`config.mk`:
```
export PLATFORM = sky130hd
export DESIGN_NAME = mips_multicycle_core_flat
export DESIGN_NICKNAME = d
export VERILOG_FILES = /design/src/rtl/mips_pkg.sv /design/src/rtl/mips_core_if.sv /design/src/rtl/mips_mc_control.sv /design/src/rtl/mips_multicycle_core.sv /design/src/flat_wrapper.sv
export SDC_FILE = /design/constraint.sdc
export NUM_CORES = 2
export LEC_CHECK = 0
export CORE_UTILIZATION = 55
export CTS_BUF_LIST = sky130_fd_sc_hd__clkbuf_8
export CTS_CLUSTER_DIAMETER = 80
export CTS_CLUSTER_SIZE = 12
export DETAILED_ROUTE_END_ITERATION = 7
export PLACE_DENSITY = 0.81
export SLEW_MARGIN = 20
export SYNTH_ARGS = -nofsm -noshare
export SYNTH_HDL_FRONTEND = slang
export SYNTH_SLANG_ARGS = --single-unit
```
`constraint.sdc`:
```
create_clock -name clk -period 6.87 [get_ports clk]
set_input_delay 1.0305 -clock clk [delete_from_list [all_inputs] [get_ports clk]]
set_output_delay 1.0305 -clock clk [all_outputs]
set_load 0.01 [all_outputs]
```
`src/rtl/mips_pkg.sv`:
```
// Shared constants and types for the multicycle MIPS core: opcodes, functs,
// FSM state encoding and ALU operation encoding, plus the ALU itself.
package mips_pkg;

    localparam logic [5:0] OpRtype = 6'h00;
    localparam logic [5:0] OpBeq   = 6'h04;
    localparam logic [5:0] OpBne   = 6'h05;
    localparam logic [5:0] OpAddi  = 6'h08;
    localparam logic [5:0] OpOri   = 6'h0D;

    localparam logic [5:0] FnAdd = 6'h20;
    localparam logic [5:0] FnSub = 6'h22;
    localparam logic [5:0] FnAnd = 6'h24;
    localparam logic [5:0] FnOr  = 6'h25;
    localparam logic [5:0] FnNor = 6'h27;

    typedef enum logic [2:0] {
        StFetch,
        StDecode,
        StExec,
        StWb,
        StHalt
    } state_e;

    typedef enum logic [2:0] {
        AluAdd,
        AluSub,
        AluAnd,
        AluOr,
        AluNor
    } alu_op_e;

    // Plain 32-bit wrap-around arithmetic; overflow is never trapped.
    function automatic logic [31:0] alu_compute(input logic [31:0] a, input logic [31:0] b,
                                                input alu_op_e op);
        logic [31:0] result;
        case (op)
            AluAdd:  result = a + b;
            AluSub:  result = a - b;
            AluAnd:  result = a & b;
            AluOr:   result = a | b;
            AluNor:  result = ~(a | b);
            default: result = a + b;
        endcase
        return result;
    endfunction

endpackage

```
`src/rtl/mips_core_if.sv`:
```
// External bus of the multicycle core: run control, port I/O, program-memory
// load channel and status outputs. master = environment, slave = core.
interface mips_core_if;
    logic        Stall;
    logic [7:0]  PortIn;
    logic        prog_we;
    logic [31:0] prog_addr;
    logic [31:0] prog_data;
    logic [31:0] ALUResultOut;
    logic [31:0] PortOut;
    logic [31:0] PCOut;
    logic        InstrRetired;
    logic        Halted;

    modport master (
        output Stall, PortIn, prog_we, prog_addr, prog_data,
        input  ALUResultOut, PortOut, PCOut, InstrRetired, Halted
    );

    modport slave (
        input  Stall, PortIn, prog_we, prog_addr, prog_data,
        output ALUResultOut, PortOut, PCOut, InstrRetired, Halted
    );
endinterface

```
`src/rtl/mips_mc_control.sv`:
```
// FETCH->DECODE->EXEC->WB controller with instruction decode; illegal
// encodings seen in DECODE park the core in a sticky HALT state.
module mips_mc_control
    import mips_pkg::*;
(
    input  logic       clk,
    input  logic       reset,
    input  logic       stall,
    input  logic [5:0] opcode,
    input  logic [5:0] funct,
    output state_e     state,
    output alu_op_e    alu_op,
    output logic       use_imm,
    output logic       reg_write,
    output logic       write_rt,
    output logic       is_branch,
    output logic       branch_ne,
    output logic       retired,
    output logic       halted
);

    logic    legal;
    alu_op_e dec_op;
    logic    dec_imm, dec_write, dec_rt, dec_branch, dec_ne;

    always_comb begin
        legal      = 1'b1;
        dec_op     = AluAdd;
        dec_imm    = 1'b0;
        dec_write  = 1'b0;
        dec_rt     = 1'b0;
        dec_branch = 1'b0;
        dec_ne     = 1'b0;
        case (opcode)
            OpRtype: begin
                dec_write = 1'b1;
                case (funct)
                    FnAdd:   dec_op = AluAdd;
                    FnSub:   dec_op = AluSub;
                    FnAnd:   dec_op = AluAnd;
                    FnOr:    dec_op = AluOr;
                    FnNor:   dec_op = AluNor;
                    default: legal = 1'b0;
                endcase
            end
            OpAddi: begin
                dec_imm   = 1'b1;
                dec_write = 1'b1;
                dec_rt    = 1'b1;
            end
            OpOri: begin
                dec_op    = AluOr;
                dec_imm   = 1'b1;
                dec_write = 1'b1;
                dec_rt    = 1'b1;
            end
            OpBeq: begin
                dec_op     = AluSub;
                dec_branch = 1'b1;
            end
            OpBne: begin
                dec_op     = AluSub;
                dec_branch = 1'b1;
                dec_ne     = 1'b1;
            end
            default: legal = 1'b0;
        endcase
    end

    always_ff @(posedge clk) begin
        if (!reset) begin
            state     <= StFetch;
            alu_op    <= AluAdd;
            use_imm   <= 1'b0;
            reg_write <= 1'b0;
            write_rt  <= 1'b0;
            is_branch <= 1'b0;
            branch_ne <= 1'b0;
            retired   <= 1'b0;
            halted    <= 1'b0;
        end else if (stall || state == StHalt) begin
            retired <= 1'b0;
        end else begin
            retired <= 1'b0;
            case (state)
                StFetch: state <= StDecode;
                StDecode: begin
                    if (legal) begin
                        state     <= StExec;
                        alu_op    <= dec_op;
                        use_imm   <= dec_imm;
                        reg_write <= dec_write;
                        write_rt  <= dec_rt;
                        is_branch <= dec_branch;
                        branch_ne <= dec_ne;
                    end else begin
                        state  <= StHalt;
                        halted <= 1'b1;
                    end
                end
                StExec: state <= StWb;
                StWb: begin
                    state   <= StFetch;
                    retired <= 1'b1;
                end
                default: state <= StFetch;
            endcase
        end
    end

endmodule

```
`src/rtl/mips_multicycle_core.sv`:
```
// Multicycle MIPS subset core: program memory, register file, ALU datapath.
// Optional memory-mapped port I/O on $26/$27 when MIPS_PORT_IO_EN is defined.
module mips_multicycle_core
    import mips_pkg::*;
#(
    parameter int unsigned MEMORY_DEPTH = 32,
    parameter logic [31:0] RESET_PC     = 32'h0000_0000
) (
    input logic        clk,
    input logic        reset,
    mips_core_if.slave io
);

    localparam int unsigned AddrW = (MEMORY_DEPTH > 1) ? $clog2(MEMORY_DEPTH) : 1;

    logic [31:0] imem [MEMORY_DEPTH];
    logic [31:0] regs [32];

    logic [31:0] pc, ir, a, b, imm, alu_out, port_out;
    logic [31:0] word_off, rs_val, rt_val, imm_ext, src_b, pc_plus4;
    logic [AddrW-1:0] fetch_idx, prog_idx;
    logic [4:0]  rs, rt, rd, dest;
    logic        branch_taken;

    state_e  state;
    alu_op_e alu_op;
    logic    use_imm, reg_write, write_rt, is_branch, branch_ne, retired, halted;

    mips_mc_control u_control (
        .clk       (clk),
        .reset     (reset),
        .stall     (io.Stall),
        .opcode    (ir[31:26]),
        .funct     (ir[5:0]),
        .state     (state),
        .alu_op    (alu_op),
        .use_imm   (use_imm),
        .reg_write (reg_write),
        .write_rt  (write_rt),
        .is_branch (is_branch),
        .branch_ne (branch_ne),
        .retired   (retired),
        .halted    (halted)
    );

    assign rs = ir[25:21];
    assign rt = ir[20:16];
    assign rd = ir[15:11];

    // PCs outside the memory window wrap instead of faulting.
    assign word_off  = pc - RESET_PC;
    assign fetch_idx = AddrW'((word_off >> 2) % MEMORY_DEPTH);
    assign prog_idx  = AddrW'(io.prog_addr % MEMORY_DEPTH);

    assign imm_ext  = (ir[31:26] == OpOri) ? {16'b0, ir[15:0]} : {{16{ir[15]}}, ir[15:0]};
    assign src_b    = use_imm ? imm : b;
    assign dest     = write_rt ? rt : rd;
    assign pc_plus4 = pc + 32'd4;
    // ALUOut holds A-B for branches, so equality is a zero test.
    assign branch_taken = is_branch & ((alu_out == 32'd0) ^ branch_ne);

    always_comb begin
        rs_val = (rs == 5'd0) ? 32'd0 : regs[rs];
        rt_val = (rt == 5'd0) ? 32'd0 : regs[rt];
`ifdef MIPS_PORT_IO_EN
        if (rs == 5'd26) rs_val = {24'b0, io.PortIn};
        if (rt == 5'd26) rt_val = {24'b0, io.PortIn};
`endif
    end

    always_ff @(posedge clk) begin
        if (io.prog_we) imem[prog_idx] <= io.prog_data;
    end

    always_ff @(posedge clk) begin
        if (!reset) begin
            pc       <= RESET_PC;
            ir       <= '0;
            a        <= '0;
            b        <= '0;
            imm      <= '0;
            alu_out  <= '0;
            port_out <= '0;
            for (int i = 0; i < 32; i++) regs[i] <= '0;
        end else if (!io.Stall) begin
            case (state)
                StFetch: ir <= imem[fetch_idx];
                StDecode: begin
                    a   <= rs_val;
                    b   <= rt_val;
                    imm <= imm_ext;
                end
                StExec: alu_out <= alu_compute(a, src_b, alu_op);
                StWb: begin
                    pc <= branch_taken ? pc_plus4 + (imm << 2) : pc_plus4;
                    if (reg_write && dest != 5'd0) regs[dest] <= alu_out;
`ifdef MIPS_PORT_IO_EN
                    if (reg_write && dest == 5'd27) port_out <= alu_out;
`endif
                end
                default: ;
            endcase
        end
    end

`ifndef MIPS_PORT_IO_EN
    logic unused_port_in;
    assign unused_port_in = ^io.PortIn;
`endif
    logic unused_shamt;
    assign unused_shamt = ^ir[10:6];

    assign io.ALUResultOut = alu_out;
    assign io.PortOut      = port_out;
    assign io.PCOut        = pc;
    assign io.InstrRetired = retired;
    assign io.Halted       = halted;

endmodule

```
`src/flat_wrapper.sv`:
```
// flat-port wrapper written by rule: the top's interface ports become plain ports
module mips_multicycle_core_flat import mips_pkg::*;
#(
    parameter int unsigned MEMORY_DEPTH = 32,
    parameter logic [31:0] RESET_PC     = 32'h0000_0000
)
  (clk, reset, io_Stall, io_PortIn, io_prog_we, io_prog_addr, io_prog_data, io_ALUResultOut, io_PortOut, io_PCOut, io_InstrRetired, io_Halted);
  mips_core_if io_i ();
  input logic clk;
  input logic reset;
  input wire logic [$bits(io_i.Stall)-1:0] io_Stall;
  input wire logic [$bits(io_i.PortIn)-1:0] io_PortIn;
  input wire logic [$bits(io_i.prog_we)-1:0] io_prog_we;
  input wire logic [$bits(io_i.prog_addr)-1:0] io_prog_addr;
  input wire logic [$bits(io_i.prog_data)-1:0] io_prog_data;
  output wire logic [$bits(io_i.ALUResultOut)-1:0] io_ALUResultOut;
  output wire logic [$bits(io_i.PortOut)-1:0] io_PortOut;
  output wire logic [$bits(io_i.PCOut)-1:0] io_PCOut;
  output wire logic [$bits(io_i.InstrRetired)-1:0] io_InstrRetired;
  output wire logic [$bits(io_i.Halted)-1:0] io_Halted;
  assign io_i.Stall = io_Stall;
  assign io_i.PortIn = io_PortIn;
  assign io_i.prog_we = io_prog_we;
  assign io_i.prog_addr = io_prog_addr;
  assign io_i.prog_data = io_prog_data;
  assign io_ALUResultOut = io_i.ALUResultOut;
  assign io_PortOut = io_i.PortOut;
  assign io_PCOut = io_i.PCOut;
  assign io_InstrRetired = io_i.InstrRetired;
  assign io_Halted = io_i.Halted;
  mips_multicycle_core #(.MEMORY_DEPTH(MEMORY_DEPTH), .RESET_PC(RESET_PC)) u_core (.clk(clk), .reset(reset), .io(io_i));
endmodule
```
### Yosys cells after proc, flatten, opt, wreduce, memory -nomap -nowiden

Memory sizes are Yosys's and may differ from the RTL's. A register that Yosys moved wholly into a read port is not among the register bits.
Index checks and enable logic that the tools add are counted.

| operators by class | value |
|---|---|
| add/sub/neg operators | 4 |
| equality and inequality tests | 17 |
| multiplexer cells | 29 |
| bitwise logic cells | 9 |
| reductions and logical operators | 22 |

Operators with widths:

| cell | number |
|---|---|
| $mux W32 | 6 |
| $pmux W32 S4 | 1 |
| $add A32 B32 Y32 | 2 |
| $add A32 B3 Y32 const B | 1 |
| $and A32 B32 Y32 | 1 |
| $logic_not A32 Y1 | 1 |
| $not A32 Y32 | 1 |
| $or A32 B32 Y32 | 1 |
| $reduce_or A32 Y1 | 1 |
| $sub A32 B32 Y32 | 1 |
| $eq A6 B6 Y1 const B | 5 |
| $pmux W3 S3 | 2 |
| $mux W1 | 15 |
| $eq A3 B2 Y1 const B | 4 |
| $eq A6 B3 Y1 const B | 2 |
| $eq A6 B4 Y1 const B | 2 |
| $pmux W3 S4 | 1 |
| $logic_not A5 Y1 | 2 |
| $mux W5 | 2 |
| $reduce_and A2 Y1 | 4 |
| $eq A3 B1 Y1 const B | 2 |
| $eq A3 B3 Y1 const B | 2 |
| $logic_not A6 Y1 | 1 |
| $reduce_and A3 Y1 | 2 |
| other kinds (14) | 19 |

| storage, ports and cells | value |
|---|---|
| register bits after elaboration | 172 |
| RAM bits | 2048 |
| input port bits | 76 |
| output and inout bits | 98 |
| word-level logic and storage cells | 96 |
| memories | 2 |

Memory list:

| memory | depth | bits a word | read ports | clocked after memory_dff | write ports | line | source |
|---|---|---|---|---|---|---|---|
| u_core.imem | 32 | 32 | 1 | 1 | 1 | mips_multicycle_core.sv:16 | `logic [31:0] imem [MEMORY_DEPTH];` |
| u_core.regs | 32 | 32 | 2 | 0 | 32 | mips_multicycle_core.sv:17 | `logic [31:0] regs [32];` |

### Logic depth before layout (Yosys ltp)

| logic depth | value |
|---|---|
| depth in word-level cells | 10 |
| depth in mapped cells | 25 |
| gate-level depth less buffers | 22 |

### By module

Synthesis repeated with hierarchy kept, for this count alone.

| unflattened totals | value |
|---|---|
| cells, all modules | 6696 |
| area total of the unflattened synthesis | 106029.2 µm² |

By module, submodules not included:

| module | times used | cells an instance | area each (µm²) | seq. area each (µm²) |
|---|---|---|---|---|
| mips_multicycle_core | 1 | 6624 | 105387.3 | 65002.3 |
| mips_mc_control | 1 | 72 | 641.9 | 240.2 |

### Least setup slack after synthesis

Ideal clock, no wire load.

| path | value |
|---|---|
| kind | flip-flop to flip-flop |
| start | register u_core.u_control.write_rt (netlist name) |
| end | register u_core.alu_out[29], in the netlist u_core.io.ALUResultOut[29] |
| setup time | 0.062 ns |
| arrival | 5.280 ns |
| required time | 6.808 ns |
| slack | 1.528 ns |
| stages on the path, launching flop included | 26 |
| path buffers | 5 |
| period minus slack after synthesis | 5.342 ns |
| cells stage by stage | dfxtp_1 buf_2 buf_1 clkbuf_1 buf_1 mux2i_1 ha_1 o21ai_0 o21bai_1 or2_2 nor4_2 nand2_1 nor3_2 a41oi_1 xnor2_1 ha_1 clkbuf_1 and4_1 nand2_1 o22ai_1 nor2_1 inv_1 a41o_1 a22oi_1 or4_1 nand3_1 |

RTL lines:

| element | line | source |
|---|---|---|
| end signal: assignment | mips_multicycle_core.sv:93 | `StExec: alu_out <= alu_compute(a, src_b, alu_op);` |
| end: declaration | mips_multicycle_core.sv:19 | `logic [31:0] pc, ir, a, b, imm, alu_out, port_out;` |

==> results_dict.tcl <==
set metrics [dict create \
    gp_congestion 0.9324 \
    ys.flop_type "edfxtp_1" \
    grtUsageTotal_pct 30.36 \
    cp.buffers_inverters 2 \
    peakVddDrop_uv 233.1 \
    place_ws_ns 1.520 \
    io_pins 174 \
    clock_latency_ns 1.06 \
    end_kind "flop" \
    slowest_stage "dfxtp_2" \
    cts.reportedPaths.clkPinSlew_ns 0.10 \
    path_max_fanout 30 \
    rsz0062_at_grt "false" \
    syn_avg_cell_area_um2 15.74 \
    nFillCells 13450 \
    synth_seq_area_share_pct 61.72 \
    crit_path_start_kind "flop" \
    critPathMaxStageDelay_ns 0.75 \
    setup_viol 0 \
    drive_gt1_share_pct 21.41 \
    cts_resized 0 \
    required_ns 7.78 \
    dieArea_um2 194000 \
    grt_pass1_wl_um 424500 \
    antenna_left 0 \
    num_rows 160 \
    core-area_um2 190600 \
    yosysWarnings 0 \
    drt_wl_total_um 295900 \
    cts_root_buffer "clkbuf_8" \
    grt_max_degree 114 \
    synthCells 6717 \
    antenna_found_initial 22 \
    area_delta_synth_final_pct 7.698 \
    finalCritPeriodShare_pct 78.41 \
    drt_iter0_drc 9598 \
    slew_viol_final 0 \
    maxCapViolations 0 \
    period_minus_slack_ns 5.386 \
    cts-buffers-inserted 205 \
    initial_core_util_pct 55.47 \
    arrival_ns 6.30 \
    min_path_type "reg2reg" \
    reg2reg_setup_slack_ns 1.48 \
    synth_top_cell_by_area "edfxtp_1" \
    leakage_uw 0.03749 \
    wl_per_cell_um 31.65 \
    power_density_nw_per_um2 233.4 \
    cts_setup_buffers 0 \
    ys_ff_latch 2235 \
    setup_tns_ns 0 \
    fp.dieW_um 440.4 \
    yosys-top-cells-area "edfxtp_1 58%, mux4_2 17%, and2_1 5.9%, dfxtp_1 3.5%, mux2i_1 2.0%" \
    setup_slack_ns 1.484 \
    clockBufferDepth 3 \
    tightest_slew_ns 1.191 \
    synth_largest_type_area_fraction_pct 58.17 \
    yosysUniqueCellTypes 80 \
    dpl-instance-area_um2 110300 \
    status "finished, final reports clean" \
    die_h_um 440.4 \
    hpwlAfterDp_um 183900 \
    total_power_uw 26580 \
    cts_tree "built" \
    crit_chain "mux2_2 -> inv_1 -> ha_1 -> o21ai_0 -> o21bai_1 -> or2_2 -> nor4_2 -> nand2_1 -> nor3_2 -> nor2_1 -> xnor2_1 -> ha_1 -> a21o_1 -> a21o_1 -> a21oi_1 -> o22ai_1 -> nor2_1 -> inv_1 -> a41o_1 -> a21oi_1 -> nor4_1 -> a211o_1" \
    synth_edf_count 2048 \
    hold_buffers 0 \
    first_pass_iters 8 \
    max_freq_ghz 0.1857 \
    grt_pass1_vias 63210 \
    hold_ws_ns 0.4693 \
    synthesis.area_um2 105700 \
    drc_errors 0 \
    fin_nets 6848 \
    via_per_inst 6.849 \
    crit_family "compound AO/OA/AOI/OAI gates" \
    design_area_um2 113900 \
    skew_ns 0.06132 \
    overflow 0 \
    crit_type "reg2reg" \
    synth-async-reset-ratio_pct 0 \
    io_buffers 104 \
    cts_sinks 2235 \
    vias 64040 \
    max_slew_margin_pct 20.40 \
    cts_max_level 4 \
    finalHoldViolCount 0 \
]
[layout by cell type, fill, tap and decap left out, types with 159 or more instances in the layout]
| master | instances |
|---|---|
| mux4_2 | 796 |
| mux2i_1 | 212 |
| dfxtp_1 | 172 |
| edfxtp_1 | 2048 |
| nand2_1 | 184 |
| inv_1 | 159 |
| nor2_1 | 252 |
| and2_1 | 1001 |
| a21oi_1 | 211 |
| buf_4 | 199 |
| clkbuf_8 | 206 |
[worst paths after layout]
path                            cells after the start                                       to                                    from
worst min register to register                      2               u_core.imm[7]$_SDFFE_PN0P_               u_core.ir[7]$_SDFFE_PN0P_
worst min-delay path                                2               u_core.imm[7]$_SDFFE_PN0P_               u_core.ir[7]$_SDFFE_PN0P_
worst max-delay path                               22  u_core.io.ALUResultOut[27]$_SDFFE_PN0P_  u_core.u_control.write_rt$_SDFFE_PN0P_
worst max register to register                     22  u_core.io.ALUResultOut[27]$_SDFFE_PN0P_  u_core.u_control.write_rt$_SDFFE_PN0P_
[cell type report]
type	instances	area, µm²	share of cell area (%)
inverter	56	220.2	0.1934
multi-input combinational	3889	38840	34.11
timing repair buffer	319	2840	2.495
clock buffer	206	2835	2.490
antenna	9	22.52	0.01978
tap	2511	3142	2.760
sequential	2235	65290	57.35
clock inverter	125	658.1	0.5781
[sequential cells by signal (all words and copies together) (netlist names)]
signal,flops
u_core.io.ALUResultOut,32
u_core.u_control.halted,1
u_core.imem,1024
u_core.u_control.branch_ne,1
u_core.imm,17
u_core.u_control.is_branch,1
u_core.ir,32
u_core.io.PCOut,30
u_core.u_control.retired,1
u_core.u_control.state,3
u_core.regs,1024
u_core.a,32
u_core.u_control.write_rt,1
u_core.u_control.alu_op,3
u_core.u_control.reg_write,1
u_core.b,32
[power breakdown]
| group | switching, µW | leakage, µW | total, µW | internal, µW |
|---|---|---|---|---|
| sequential | 286 | 0.0213 | 15400 | 15100 |
| clock | 4550 | 0.00216 | 7370 | 2820 |
| combinational | 2290 | 0.0140 | 3770 | 1490 |
| total | 7120 | 0.0375 | 26600 | 19500 |
[stage by stage]
stage,std cells,utilization [%]
6_report,9350,59.74
5_1_grt,9346,59.73
4_1_cts,9337,59.71
3_5_place_dp,9006,57.87
3_3_place_gp,9004,57.84
2_1_floorplan,6782,-
[cells in the mapped netlist (12+ instances only)]
library cell  number
a21o_1            42
nor4_1            20
and3_1            19
o22ai_1           50
xnor2_1           66
nand4_1           17
clkbuf_1         449
dfxtp_1          187
and2_1          1001
a211oi_1         121
xor2_1            37
o21ai_0          123
a21oi_1          211
nand3_1           42
nor3_1            53
o21bai_1          12
a221oi_1          77
maj3_1            24
inv_1             54
ha_1              64
mux2i_1          212
edfxtp_1        2048
buf_4             34
nor2b_1           12
nor2_1           318
nand2_1          185
buf_1             87
buf_2             32
o221ai_1          43
mux2_2            73
nand2b_1          40
o211ai_1          34
mux4_2           796
[tightest hold or removal path, delay by kind of cell, from the launching register on]
kind | cells | cell delay, ns
AO/OA/AOI/OAI | 1 | 0.05
flip-flops | 1 | 0.33
AND/OR/NAND/NOR | 1 | 0.05
[cells by family after synthesis]
family,count (synthesis),synth area share (%)
multiplexers,1081,19.74
other,1,0.003547
buffers and inverters,658,2.495
AND/OR/NAND/NOR,1750,9.122
adder cells (fa/ha/maj),90,1.023
XOR/XNOR,103,0.8534
flip-flops,2235,61.72
AO/OA/AOI/OAI,799,5.044
[routing by layer]
metal | vias to the layer above | part of all wire [%] | track usage, %
met3 | 711 | 14 | 9.637
li1 | 26090 | - | -
met5 | - | 0.042 | 0
met4 | 22 | 3.7 | 11.43
met2 | 4715 | 46 | 46.23
met1 | 32500 | 36 | 41.08
Power figures use the tool's default switching activity.
